### config.mk
export PLATFORM = sky130hd
export DESIGN_NAME = neural_playback_ctrl
export DESIGN_NICKNAME = d
export VERILOG_FILES = /design/src/rtl/neural_sim_pkg.sv /design/src/rtl/playback_tick_gen.sv /design/src/rtl/neural_playback_ctrl.sv
export SDC_FILE = /design/constraint.sdc
export NUM_CORES = 1
export LEC_CHECK = 0
export CORE_MARGIN = 2
export CORE_UTILIZATION = 43
export CTS_CLUSTER_SIZE = 28
export DETAILED_ROUTE_END_ITERATION = 8
export PLACE_DENSITY = 0.77
export SLEW_MARGIN = 0
export SYNTH_ARGS = -nofsm -noshare
export SYNTH_HDL_FRONTEND = slang
export SYNTH_SLANG_ARGS = --single-unit
### constraint.sdc
create_clock -name CLK_ADC -period 2.1 [get_ports CLK_ADC]
set_input_delay 0.21 -clock CLK_ADC [delete_from_list [all_inputs] [get_ports CLK_ADC]]
set_output_delay 0.21 -clock CLK_ADC [all_outputs]
set_load 0.005 [all_outputs]
### src/rtl/neural_sim_pkg.sv
// Shared types and defaults for the neural sample playback path:
// state encoding, default widths/depth and trigger counter limits.
package neural_sim_pkg;

    typedef enum logic [1:0] {
        ST_IDLE  = 2'd0,
        ST_RUN   = 2'd1,
        ST_PAUSE = 2'd2,
        ST_DONE  = 2'd3
    } state_t;

    localparam int unsigned DEF_DATA_W = 12;
    localparam int unsigned DEF_ADDR_W = 13;
    localparam int unsigned DEF_DEPTH  = 5000;
    localparam int unsigned DEF_DIV_W  = 8;

    localparam int unsigned             TRGG_CNT_W   = 16;
    localparam logic [TRGG_CNT_W-1:0]   TRGG_CNT_MAX = '1;

    function automatic logic [TRGG_CNT_W-1:0] sat_inc(input logic [TRGG_CNT_W-1:0] v);
        return (v == TRGG_CNT_MAX) ? v : v + 1'b1;
    endfunction

endpackage

### src/rtl/playback_tick_gen.sv
// Read-rate divider: counts 0..div while running and pulses tick when the
// count reaches div; holds its count while paused.
module playback_tick_gen
    import neural_sim_pkg::*;
#(
    parameter int unsigned DIV_W = DEF_DIV_W
) (
    input  logic             CLK_ADC,
    input  logic             nRST,
    input  logic             clear,
    input  logic             hold,
    input  logic [DIV_W-1:0] div,
    output logic             tick
);

    logic [DIV_W-1:0] count;

    assign tick = !hold && (count == div);

    always_ff @(posedge CLK_ADC or negedge nRST) begin
        if (!nRST) begin
            count <= '0;
        end else if (clear) begin
            count <= '0;
        end else if (!hold) begin
            count <= tick ? '0 : count + 1'b1;
        end
    end

endmodule

### src/rtl/neural_playback_ctrl.sv
// Playback sequencer for the neural sample memory: paced reads, pause/abort,
// trigger counting. Multi-pass looping is compiled in with PLAYBACK_LOOP_EN.
module neural_playback_ctrl
    import neural_sim_pkg::*;
#(
    parameter int unsigned DATA_W = DEF_DATA_W,
    parameter int unsigned ADDR_W = DEF_ADDR_W,
    parameter int unsigned DEPTH  = DEF_DEPTH,
    parameter int unsigned DIV_W  = DEF_DIV_W
) (
    input  logic                     CLK_ADC,
    input  logic                     nRST,
    input  logic                     CMD_START,
    input  logic                     CMD_PAUSE,
    input  logic                     CMD_ABORT,
    input  logic [DIV_W-1:0]         CFG_DIV,
    input  logic [7:0]               CFG_LOOPS,
    output logic                     MEM_RD,
    output logic [ADDR_W-1:0]        MEM_ADDR,
    input  logic signed [DATA_W-1:0] MEM_DATA,
    input  logic                     MEM_TRGG,
    output logic signed [DATA_W-1:0] DATA_OUT,
    output logic                     DATA_VALID,
    output logic                     TRGG_OUT,
    output logic                     BUSY,
    output logic                     DONE,
    output logic [TRGG_CNT_W-1:0]    TRGG_CNT,
    output logic [1:0]               STATE
);

    localparam logic [ADDR_W-1:0] LAST_ADDR = ADDR_W'(DEPTH - 1);

    state_t            state;
    logic [ADDR_W-1:0] addr;
    logic [DIV_W-1:0]  div_q;
    logic              tick;
    logic              start_ok;
    logic              last_pass;
    logic              final_tick;
    logic              valid_q;

`ifdef PLAYBACK_LOOP_EN
    logic [7:0] loops_left;
    assign last_pass = (loops_left == '0);
`else
    logic [7:0] loops_unused;
    assign loops_unused = CFG_LOOPS;
    assign last_pass    = 1'b1;
`endif

    assign start_ok   = CMD_START && !CMD_ABORT && (state == ST_IDLE || state == ST_DONE);
    assign final_tick = tick && (addr == LAST_ADDR) && last_pass;

    playback_tick_gen #(.DIV_W(DIV_W)) u_tick_gen (
        .CLK_ADC (CLK_ADC),
        .nRST    (nRST),
        .clear   (CMD_ABORT || start_ok),
        .hold    (state != ST_RUN),
        .div     (div_q),
        .tick    (tick)
    );

    assign MEM_RD   = tick;
    assign MEM_ADDR = addr;
    assign STATE    = state;

    always_ff @(posedge CLK_ADC or negedge nRST) begin
        if (!nRST) begin
            state <= ST_IDLE;
            addr  <= '0;
            div_q <= '0;
            BUSY  <= 1'b0;
            DONE  <= 1'b0;
`ifdef PLAYBACK_LOOP_EN
            loops_left <= '0;
`endif
        end else if (CMD_ABORT) begin
            state <= ST_IDLE;
            addr  <= '0;
            BUSY  <= 1'b0;
            DONE  <= 1'b0;
`ifdef PLAYBACK_LOOP_EN
            loops_left <= '0;
`endif
        end else begin
            case (state)
                ST_IDLE, ST_DONE: begin
                    if (CMD_START) begin
                        state <= ST_RUN;
                        addr  <= '0;
                        div_q <= CFG_DIV;
                        BUSY  <= 1'b1;
                        DONE  <= 1'b0;
`ifdef PLAYBACK_LOOP_EN
                        loops_left <= CFG_LOOPS;
`endif
                    end
                end
                ST_RUN: begin
                    if (final_tick) begin
                        state <= ST_DONE;
                        BUSY  <= 1'b0;
                        DONE  <= 1'b1;
                    end else begin
                        if (tick) begin
                            if (addr == LAST_ADDR) begin
                                addr <= '0;
`ifdef PLAYBACK_LOOP_EN
                                loops_left <= loops_left - 1'b1;
`endif
                            end else begin
                                addr <= addr + 1'b1;
                            end
                        end
                        // a pause on a wrap tick still lets the wrap land first
                        if (CMD_PAUSE) state <= ST_PAUSE;
                    end
                end
                ST_PAUSE: begin
                    if (CMD_START) state <= ST_RUN;
                end
                default: state <= ST_IDLE;
            endcase
        end
    end

    // The memory already registers its read data, so the sample is gated by
    // the delayed strobe instead of re-registered, keeping one-cycle latency.
    assign DATA_VALID = valid_q;
    assign DATA_OUT   = valid_q ? MEM_DATA : '0;
    assign TRGG_OUT   = valid_q && MEM_TRGG;

    always_ff @(posedge CLK_ADC or negedge nRST) begin
        if (!nRST) begin
            valid_q  <= 1'b0;
            TRGG_CNT <= '0;
        end else begin
            valid_q <= MEM_RD && !CMD_ABORT;
            if (start_ok) begin
                TRGG_CNT <= '0;
            end else if (TRGG_OUT) begin
                TRGG_CNT <= sat_inc(TRGG_CNT);
            end
        end
    end

endmodule

==> results.yml, run 1 <==
synthesis:
  yosys_warnings: 0
  synth-main-ff-cell: "dfrtp_1"
  synthMuxAreaShare_pct: 4.28
  ys_seq_elements: 50
  synth_compound_area_share_pct: 15.3
  synth.net_count: 328
  synth_cell_types: 48
  syn-instance-count: 289
  syn_area_um2: 2810
  postSynthAreaPerCell_um2: 9.72
  yosysSeqAreaShare_pct: 44.6
  synth_simple_gate_area_share_pct: 23.8
  synth-adder-area-share_pct: 2.23
  synth_edf_count: 0
  synth_top_family_by_area: "simple AND/OR/NAND/NOR gates"
  synth-async-reset-ratio_pct: 100
  synth-xor-area-share_pct: 7.40
die:
  ioPinCount: 82
  dieWidth_um: 84.8
  die_h_um: 84.8
  start_util_pct: 44.2
  dieArea_um2: 7190
  num_rows: 29
  core_area_um2: 6350
pwr:
  intPower_mw: 1.62
  vdd_drop_max_mv: 0.328
  pwr-share-clk_pct: 22.3
  swShare_pct: 30.9
  p_sw_uw: 723
  pwr-share-comb_pct: 30.3
  p_leak_nw: 1.66
  cellPowerDensity_nw_per_um2: 581
  power_frac_seq_pct: 47.4
timing:
  setup_slack_ns: 0.0875
  clock.fmax_ghz: 0.497
  finalCritPeriodShare_pct: 95.8
  rsz0062_at_grt: "true"
  setup_tns_ns: 0
  hold_viol: 0
  tightestPinTransition_ns: 0.782
  fin_worst_skew_ns: 0.00641
  slew_viol_final: 0
  min_period_ns: 2.01
  slew_headroom_pct: 47.3
  setup_viol: 0
  hold_ws_ns: 0.406
global_route:
  grt_pass1_wl_um: 12000
  grt_max_degree: 31
  overflow: 0
  grt_pass1_vias: 2511
  antenna_found_initial: 0
  grt_use_total_pct: 20.7
layout:
  nNetsFinal: 437
  area_delta_synth_final_pct: 43.8
  final_cells: 475
  diodes: 0
  drive_gt1_share_pct: 17.6
  postLayoutCoreUtil_pct: 63.6
critical_path:
  path_cells: "ha_1, nand3_1, or2_1, or3_4, or4_1, a21oi_1"
  slowest_stage: "or4_1"
  crit_arrival_ns: 2.24
  reg2regPathDepth: 6
  path_depth: 6
  cp_num_buf_inv: 0
  endpoint_kind: "flip-flop"
  crit_family: "simple AND/OR/NAND/NOR gates"
  max_stage_delay_ns: 0.47
  critPathKind: "flip-flop to flip-flop"
  required_ns: 2.33
  start_kind: "flip-flop"
  crit_fanout: 4
place:
  place_ws_ns: 0.000544
  dp_hpwl_um: 5400
  portBuffers: 73
  gp_congestion: 0.871
  dp_cells: 461
job:
  maxCapViolCount: 0
drt:
  drtIter0Drc: 119
  ant_nets: 0
  wl_per_cell_um: 15.4
  dr.pass1.iters: 4
  drcViolationCount: 0
  routed_wl_um: 7340
  vias: 2617
  vias_per_cell: 5.51
clocking:
  cts_sinks: 50
  cts_tree: "yes"
  htree_levels: 2
  clockBufferDepth: 2
  path_clk_slew_ns: 0.09
  clock-root-buffer: "clkbuf_8"
  numCtsBuffers: 5
  worstSkewPairLatency_ns: 0.30
status:
  status: "completed"
hold_path:
  hold_path.class: "input pin to asynchronous set/reset pin"
worst paths after layout:
path | slack [ns] | startpoint | end
setup reg to reg | 0.09 | MEM_ADDR[1] | MEM_ADDR[12]
hold reg to reg | 0.53 | DONE | DONE
hold / removal | 0.41 | nRST | TRGG_CNT[9]
max in group asynchronous | 1.16 | nRST | u_tick_gen.count[5]
setup / recovery | 0.09 | MEM_ADDR[1] | MEM_ADDR[12]
min in group CLK_ADC | 0.52 | CFG_DIV[4] | div_q[4]
logic make-up after synthesis:
| group | after synthesis |
|---|---|
| adder cells (fa/ha/maj) | 5 |
| AO/OA/AOI/OAI | 64 |
| flip-flops | 50 |
| AND/OR/NAND/NOR | 121 |
| multiplexers | 11 |
| XOR/XNOR | 22 |
| buffers and inverters | 16 |
layer usage:
layer  vias up  wire length [µm]  track usage [%]
li1       1269                 -                -
met1      1251              3190             27.8
met2        86              3660             33.8
met3        11               395             4.62
met5         -                 0                0
met4         0                89             6.20
registers in the layout, summed over array words and instances (netlist names):
signal	count
u_tick_gen.count	8
TRGG_CNT	16
MEM_ADDR	13
DATA_VALID	1
STATE	2
DONE	1
div_q	8
BUSY	1
synth_stat cells, types with 2 or more instances:
library cell	number	area share, %
and4_1	3	0.94
mux2_2	8	3.2
or3_2	3	0.80
xor2_2	2	1.2
nand2b_1	2	0.45
nor2_1	27	3.6
mux2i_1	3	1.1
or3_1	6	1.3
xor2_1	19	5.9
dfrtp_1	50	45
or4_1	3	0.80
inv_1	6	0.80
nand3_1	12	2.1
and2_1	14	3.1
a211oi_1	3	0.80
o221ai_1	2	0.62
and3_1	4	0.89
clkbuf_1	8	1.1
o2111ai_1	3	0.94
nor3_1	7	1.2
o211ai_1	5	1.3
o311ai_0	4	1.2
nand4_1	7	1.6
nor4_4	2	1.5
nand3b_1	2	0.53
o31ai_1	7	1.9
a21oi_1	18	3.2
nand2_1	22	2.9
a21boi_0	2	0.53
o21ai_0	13	2.3
ha_1	5	2.2
layout make-up:
cell class	instances	area, µm²
Fill cell	515	2310
Multi-Input combinational cell	224	1550
Sequential cell	50	1250
Timing Repair Buffer	111	1040
Tap cell	77	96.3
Clock buffer	7	76.3
Inverter	6	22.5
what timing repair did:
action | in CTS | in global routing
resized for setup | 9 | 9
endpoints found under the setup margin | 2 | 8
gates cloned | 0 | 1
pin swaps | 2 | 3
hold buffers | 1 | 0
endpoints found under the hold margin | 20 | 0
setup buffers | 3 | 2
power groups by stage:
stage / Sequential [mW] / Combinational [mW] / Clock (mW)
6_report: 1.11 / 0.710 / 0.522
5_1_grt: 1.13 / 0.769 / 0.583
4_1_cts: 1.11 / 0.664 / 0.539
3_5_place_dp: 1.13 / 0.616 / 0
3_3_place_gp: 1.12 / 0.600 / 0
2_1_floorplan: 1.12 / 0.357 / 0
per-stage QoR:
step                power [mW]  cell area (µm²)
detailed placement        1.74             3840
global placement          1.72             3840
CTS                       2.31             3980
global route              2.48             4040
finish                    2.34             4040
floorplan                 1.47             2810
worst reg2reg max path, cell delays in order (launching register included):
cell and delay (ns):
dfrtp_1 0.36, ha_1 0.24, nand3_1 0.11, or2_1 0.26
or3_4 0.35, or4_1 0.47, a21oi_1 0.13
cell usage in the layout (no fill, tap or decap), drive strengths merged, types with 3 or more instances in the layout:
| master | instances |
|---|---|
| and4 | 3 |
| nand2 | 22 |
| xor2 | 21 |
| o21ai | 14 |
| inv | 6 |
| mux2 | 8 |
| nor2 | 27 |
| clkdlybuf4s50 | 71 |
| dfrtp | 50 |
| or4 | 3 |
| clkbuf | 7 |
| and2 | 14 |
| ha | 5 |
| nand4 | 7 |
| o2111ai | 3 |
| or3 | 9 |
| nand3 | 12 |
| mux2i | 3 |
| and3 | 5 |
| buf | 38 |
| a211oi | 3 |
| o211ai | 5 |
| nor3 | 7 |
| o311ai | 4 |
| o31ai | 7 |
| a21oi | 18 |
(Power assumes the default switching activity.)
==> run 2: changes to the inputs <==
--- a/config.mk
+++ b/config.mk
@@ -5,6 +5,7 @@
 export SDC_FILE = /design/constraint.sdc
 export NUM_CORES = 1
 export LEC_CHECK = 0
+export CORE_ASPECT_RATIO = 0.6
 export CORE_MARGIN = 2
 export CORE_UTILIZATION = 43
 export CTS_CLUSTER_SIZE = 28
==> run 2 against run 1 <==
  * Register-to-register slack worse by 0.05 ns
  * Flip-flop and latch count unchanged
  * Hold slack worse by 0.074 ns
  * Fmax down 2.5%
  * Clock skew up 0.0041 ns
  * Global-route usage up 2.6 points
  * Sequential share of layout area down 0.43 points
  * Sequential power about the same
  * Critical endpoint unchanged
==> results.yml, run 2 (synthesis results as in run 1) <==
drt:
  vias_per_cell: 5.67
  wl_per_cell_um: 16.5
  routed_wl_um: 8010
  vias: 2751
  dr.pass1.iters: 4
  ant_nets: 0
  drcViolationCount: 0
  drtIter0Drc: 266
global_route:
  antenna_found_initial: 0
  grt_pass1_wl_um: 13000
  grt_use_met1_pct: 33.3
  grt_use_met2_pct: 36.1
  overflow: 0
  grt_max_degree: 24
  use_met3_pct: 5.68
  grt_use_total_pct: 23.3
  grt_pass1_vias: 2632
  globalRoute.busiestLayer: "met2"
timing:
  fin_worst_skew_ns: 0.0105
  slew_viol_final: 0
  tightestPinTransition_ns: 0.531
  setup_tns_ns: 0
  setup_slack_ns: 0.0360
  finalCritPeriodShare_pct: 98.3
  rsz0062_at_grt: "true"
  slew_headroom_pct: 64.3
  setup_viol: 0
  min_period_ns: 2.06
  hold_viol: 0
  clock.fmax_ghz: 0.485
layout:
  area_delta_synth_final_pct: 46.1
  top_register: "TRGG_CNT"
  design_area_um2: 4100
  largest_reg_flops: 16
  final_cell_mix: "clkdlybuf4s50_1 (71), dfrtp_1 (48), buf_4 (35)"
  final_common_cell: "clkdlybuf4s50_1"
  drive_gt1_share_pct: 20.9
  nNetsFinal: 439
  diodes: 0
clocking:
  path_clk_slew_ns: 0.10
  cts_sinks: 50
  clockBufferDepth: 2
  numCtsBuffers: 5
  worstSkewPairLatency_ns: 0.31
  clock-root-buffer: "clkbuf_8"
  cts_tree: "yes"
  htree_levels: 2
die:
  ioPinCount: 82
  num_rows: 22
  core_area_um2: 6220
  dieArea_um2: 7210
  start_util_pct: 45.1
  dieWidth_um: 108
  die_h_um: 66.6
job:
  maxCapViolCount: 0
critical_path:
  crit_arrival_ns: 2.31
  required_ns: 2.35
  endpoint_kind: "flip-flop"
  crit_fanout: 8
  r2r_setup_slack_ns: 0.04
  start_kind: "flip-flop"
  critPathKind: "flip-flop to flip-flop"
pwr:
  vdd_drop_max_mv: 0.396
  power_mw: 2.44
  cellPowerDensity_nw_per_um2: 594
  p_leak_nw: 1.67
status:
  status: "completed"
place:
  gp_congestion: 0.912
  dp_hpwl_um: 5780
  placed_area_um2: 3840
  portBuffers: 73
  place_ws_ns: -0.00412
hold_path:
  hold_path.class: "input pin to asynchronous set/reset pin"
run 2: critical path, stage by stage, from the launching register on:
cell and delay, ns:
dfrtp_2 0.43, xor2_2 0.19, nor4_4 0.27, buf_4 0.15
buf_4 0.17, a31oi_4 0.13, or4_4 0.53, a21oi_2 0.13
run 2: stage by stage:
step / cells / hold slack (ns) / utilization (%)
3_3_place_gp: 467 / 0.137 / 61.7
6_report: 485 / 0.332 / 65.9
2_1_floorplan: 289 / -0.0856 / -
3_5_place_dp: 467 / 0.139 / 61.7
4_1_cts: 481 / 0.339 / 64.3
5_1_grt: 485 / 0.386 / 65.9
run 2: power by group:
part,leakage (nW),internal [mW],switching (mW),total (mW)
Combinational,0.951,0.349,0.379,0.728
Sequential,0.674,1.04,0.0757,1.12
Clock,0.0482,0.267,0.324,0.591
run 2: path summary, 6_finish.rpt:
kind                                      from                   to  depth (start not counted)
max reg2reg                u_tick_gen.count[5]         MEM_ADDR[12]                          7
max                        u_tick_gen.count[5]         MEM_ADDR[12]                          7
min                                       nRST                 BUSY                          2
max in group asynchronous                 nRST  u_tick_gen.count[0]                          3
min reg2reg                               DONE                 DONE                          1
min in group CLK_ADC                CFG_DIV[2]             div_q[2]                          2
run 2: routing by layer:
layer	wire length (µm)	part of all wire, %
met2	3610	45
met3	668	8.3
met1	3700	46
met5	0	0
met4	41	0.51
run 2: what timing repair did:
item / CTS / global route
setup endpoints to repair: 2 / 14
gates resized for setup: 6 / 20
hold endpoints to repair: 13 / 0
gates cloned: 0 / 1
hold buffers: 1 / 0
setup buffers: 5 / 3
pin swaps: 1 / 5
run 2: cell type report:
cell class	instances	area (µm²)
fillers	489	2120
multi-input cells	224	1580
flip-flops and latches	50	1250
repair buffers	113	1050
well taps	84	105
clock buffers	7	86.3
inverters	6	22.5
clock inverters	1	5.00
==> run 3: changes to the inputs <==
--- a/config.mk
+++ b/config.mk
@@ -10,7 +10,7 @@
 export CORE_UTILIZATION = 43
 export CTS_CLUSTER_SIZE = 28
 export DETAILED_ROUTE_END_ITERATION = 8
-export PLACE_DENSITY = 0.77
+export PLACE_DENSITY = 0.75
 export SLEW_MARGIN = 0
 export SYNTH_ARGS = -nofsm -noshare
 export SYNTH_HDL_FRONTEND = slang
==> run 3 against run 2 <==
  * Cell count up 1.6%
  * Flip-flop and latch count unchanged
  * Highest routed layer unchanged
  * Count of clock-buffer cells in the layout unchanged
  * Critical endpoint unchanged
  * First-iteration DRC count down 30%
  * Critical path type unchanged
  * Total power up 2.1%
  * Die area unchanged
  * Combinational power up 7.4%
  * Largest cell class unchanged
==> results.yml, run 3 (synthesis results as in run 1) <==
die:
  dieArea_um2: 7210
  die_h_um: 66.6
  start_util_pct: 45.1
  core_area_um2: 6220
  ioPinCount: 82
  num_rows: 22
  dieWidth_um: 108
timing:
  setup_viol: 0
  finalCritPeriodShare_pct: 98.8
  slew_viol_final: 0
  min_period_ns: 2.08
  hold_ws_ns: 0.424
  clock.fmax_ghz: 0.482
  slew_headroom_pct: 62.4
  tightestPinTransition_ns: 0.563
  fin_worst_skew_ns: 0.0103
  setup_tns_ns: 0
  hold_viol: 0
layout:
  top_register: "TRGG_CNT"
  nNetsFinal: 447
  largest_reg_flops: 16
  diodes: 0
  final_common_cell: "clkdlybuf4s50_1"
  area_delta_synth_final_pct: 48.6
  drive_gt1_share_pct: 22.0
  final_cell_mix: "clkdlybuf4s50_1 (71), dfrtp_1 (47), buf_4 (42)"
drt:
  dr.pass1.iters: 4
  ant_nets: 0
  wl_met2_um: 3350
  dr_wl_met3_um: 805
  wl_met1_um: 3530
  wl_per_cell_um: 15.7
  vias: 2725
  vias_per_cell: 5.53
  drcViolationCount: 0
  routed_wl_um: 7740
  top_layer_used: "met4"
  drtIter0Drc: 186
clocking:
  cts_sinks: 50
  numCtsBuffers: 5
  htree_levels: 2
  cts_tree: "yes"
  clockBufferDepth: 2
  clock-root-buffer: "clkbuf_8"
  worstSkewPairLatency_ns: 0.31
  path_clk_slew_ns: 0.10
critical_path:
  reg2regPathDepth: 6
  crit_fanout: 5
  endpoint_kind: "flip-flop"
  path_cells: "inv_2, ha_4, o21a_1, or3_4, or4_4, a21oi_4"
  slowest_stage: "or4_4"
  worstReg2RegStart: "STATE[1]"
  required_ns: 2.35
  crit_arrival_ns: 2.32
  max_stage_delay_ns: 0.54
  critPathKind: "flip-flop to flip-flop"
  r2r_setup_slack_ns: 0.02
  start_kind: "flip-flop"
  r2r_end: "MEM_ADDR[12]"
global_route:
  grt_pass1_vias: 2495
  grt_max_degree: 28
  overflow: 0
  antenna_found_initial: 0
  grt_use_total_pct: 22.8
  grt_pass1_wl_um: 12500
pwr:
  p_leak_nw: 1.72
  pwr-share-clk_pct: 23.7
  intPower_mw: 1.71
  pwr-share-comb_pct: 31.4
  power_frac_seq_pct: 44.9
  cellPowerDensity_nw_per_um2: 596
  p_sw_uw: 781
  vdd_drop_max_mv: 0.406
  swShare_pct: 31.4
job:
  maxCapViolCount: 0
status:
  status: "completed"
place:
  dp_hpwl_um: 5720
  portBuffers: 73
  gp_congestion: 0.903
hold_path:
  hold_path.class: "input pin to asynchronous set/reset pin"
==> run 3: cell types whose count changed in the layout (fill, tap and decap cells not counted), sizes merged <==
cell / previous run / this run
buf: 40 / 48
==> run 3: worst max-delay path by stage <==
| stage | startpoint | endpoint | slack, ns | depth (start not counted) |
|---|---|---|---|---|
| 2_1_floorplan | STATE[1] | MEM_ADDR[12] | 0.008 | 8 |
| 4_1_cts | div_q[5] | MEM_ADDR[6] | 0.0008 | 7 |
| 3_5_place_dp | STATE[1] | MEM_ADDR[12] | -0.06 | 7 |
| 3_3_place_gp | STATE[1] | MEM_ADDR[12] | 0.08 | 6 |
| 6_report | STATE[1] | MEM_ADDR[12] | 0.02 | 6 |
| 5_1_grt | STATE[1] | MEM_ADDR[12] | -0.02 | 7 |
==> run 3: layout make-up <==
type                       instances  area (µm²)
clock inverter                     1        5.00
fill                             492        2050
sequential                        50        1250
tap                               84         105
inverter                           6        22.5
clock buffer                       7        86.3
timing repair buffer             121        1120
multi-input combinational        224        1580
==> run 3: repair_timing <==
action / CTS / global route
gates cloned: 1 / 0
pin swaps: 4 / 8
gates resized for setup: 11 / 13
hold endpoints to repair: 23 / 0
hold buffers: 1 / 0
setup buffers: 8 / 9
setup endpoints to repair: 2 / 16
==> run 3: metal layers <==
metal | track usage, % | vias up
met5 | 0 | -
met2 | 33.3 | 117
met3 | 5.87 | 7
met4 | 5.29 | 0
met1 | 33.8 | 1303
li1 | - | 1298
==> run 3: metrics by stage <==
stage | std cells | utilization (%) | power (mW) | setup slack [ns] | area, µm²
after floorplan | 289 | - | 1.47 | 0.00780 | 2810
after global placement | 467 | 61.9 | 1.74 | 0.0755 | 3850
after detailed placement | 467 | 61.9 | 1.77 | -0.0585 | 3850
after CTS | 484 | 65.3 | 2.42 | 0.000773 | 4060
after global routing | 493 | 67.1 | 2.61 | -0.0217 | 4170
final | 493 | 67.1 | 2.49 | 0.0248 | 4170
==> run 3: worst max-delay path, delay by kind of cell, from the launching register on <==
family / cells / cell delay [ns]
flip-flops: 1 / 0.40
AO/OA/AOI/OAI: 2 / 0.34
adder cells (fa/ha/maj): 1 / 0.22
buffers and inverters: 1 / 0.10
AND/OR/NAND/NOR: 2 / 0.95
==> run 3: power by group through the flow <==
stage	Clock (mW)	Sequential, mW	Combinational [mW]
6_report	0.590	1.12	0.782
5_1_grt	0.638	1.13	0.844
4_1_cts	0.595	1.12	0.712
3_5_place_dp	0	1.13	0.636
3_3_place_gp	0	1.13	0.616
2_1_floorplan	0	1.12	0.357
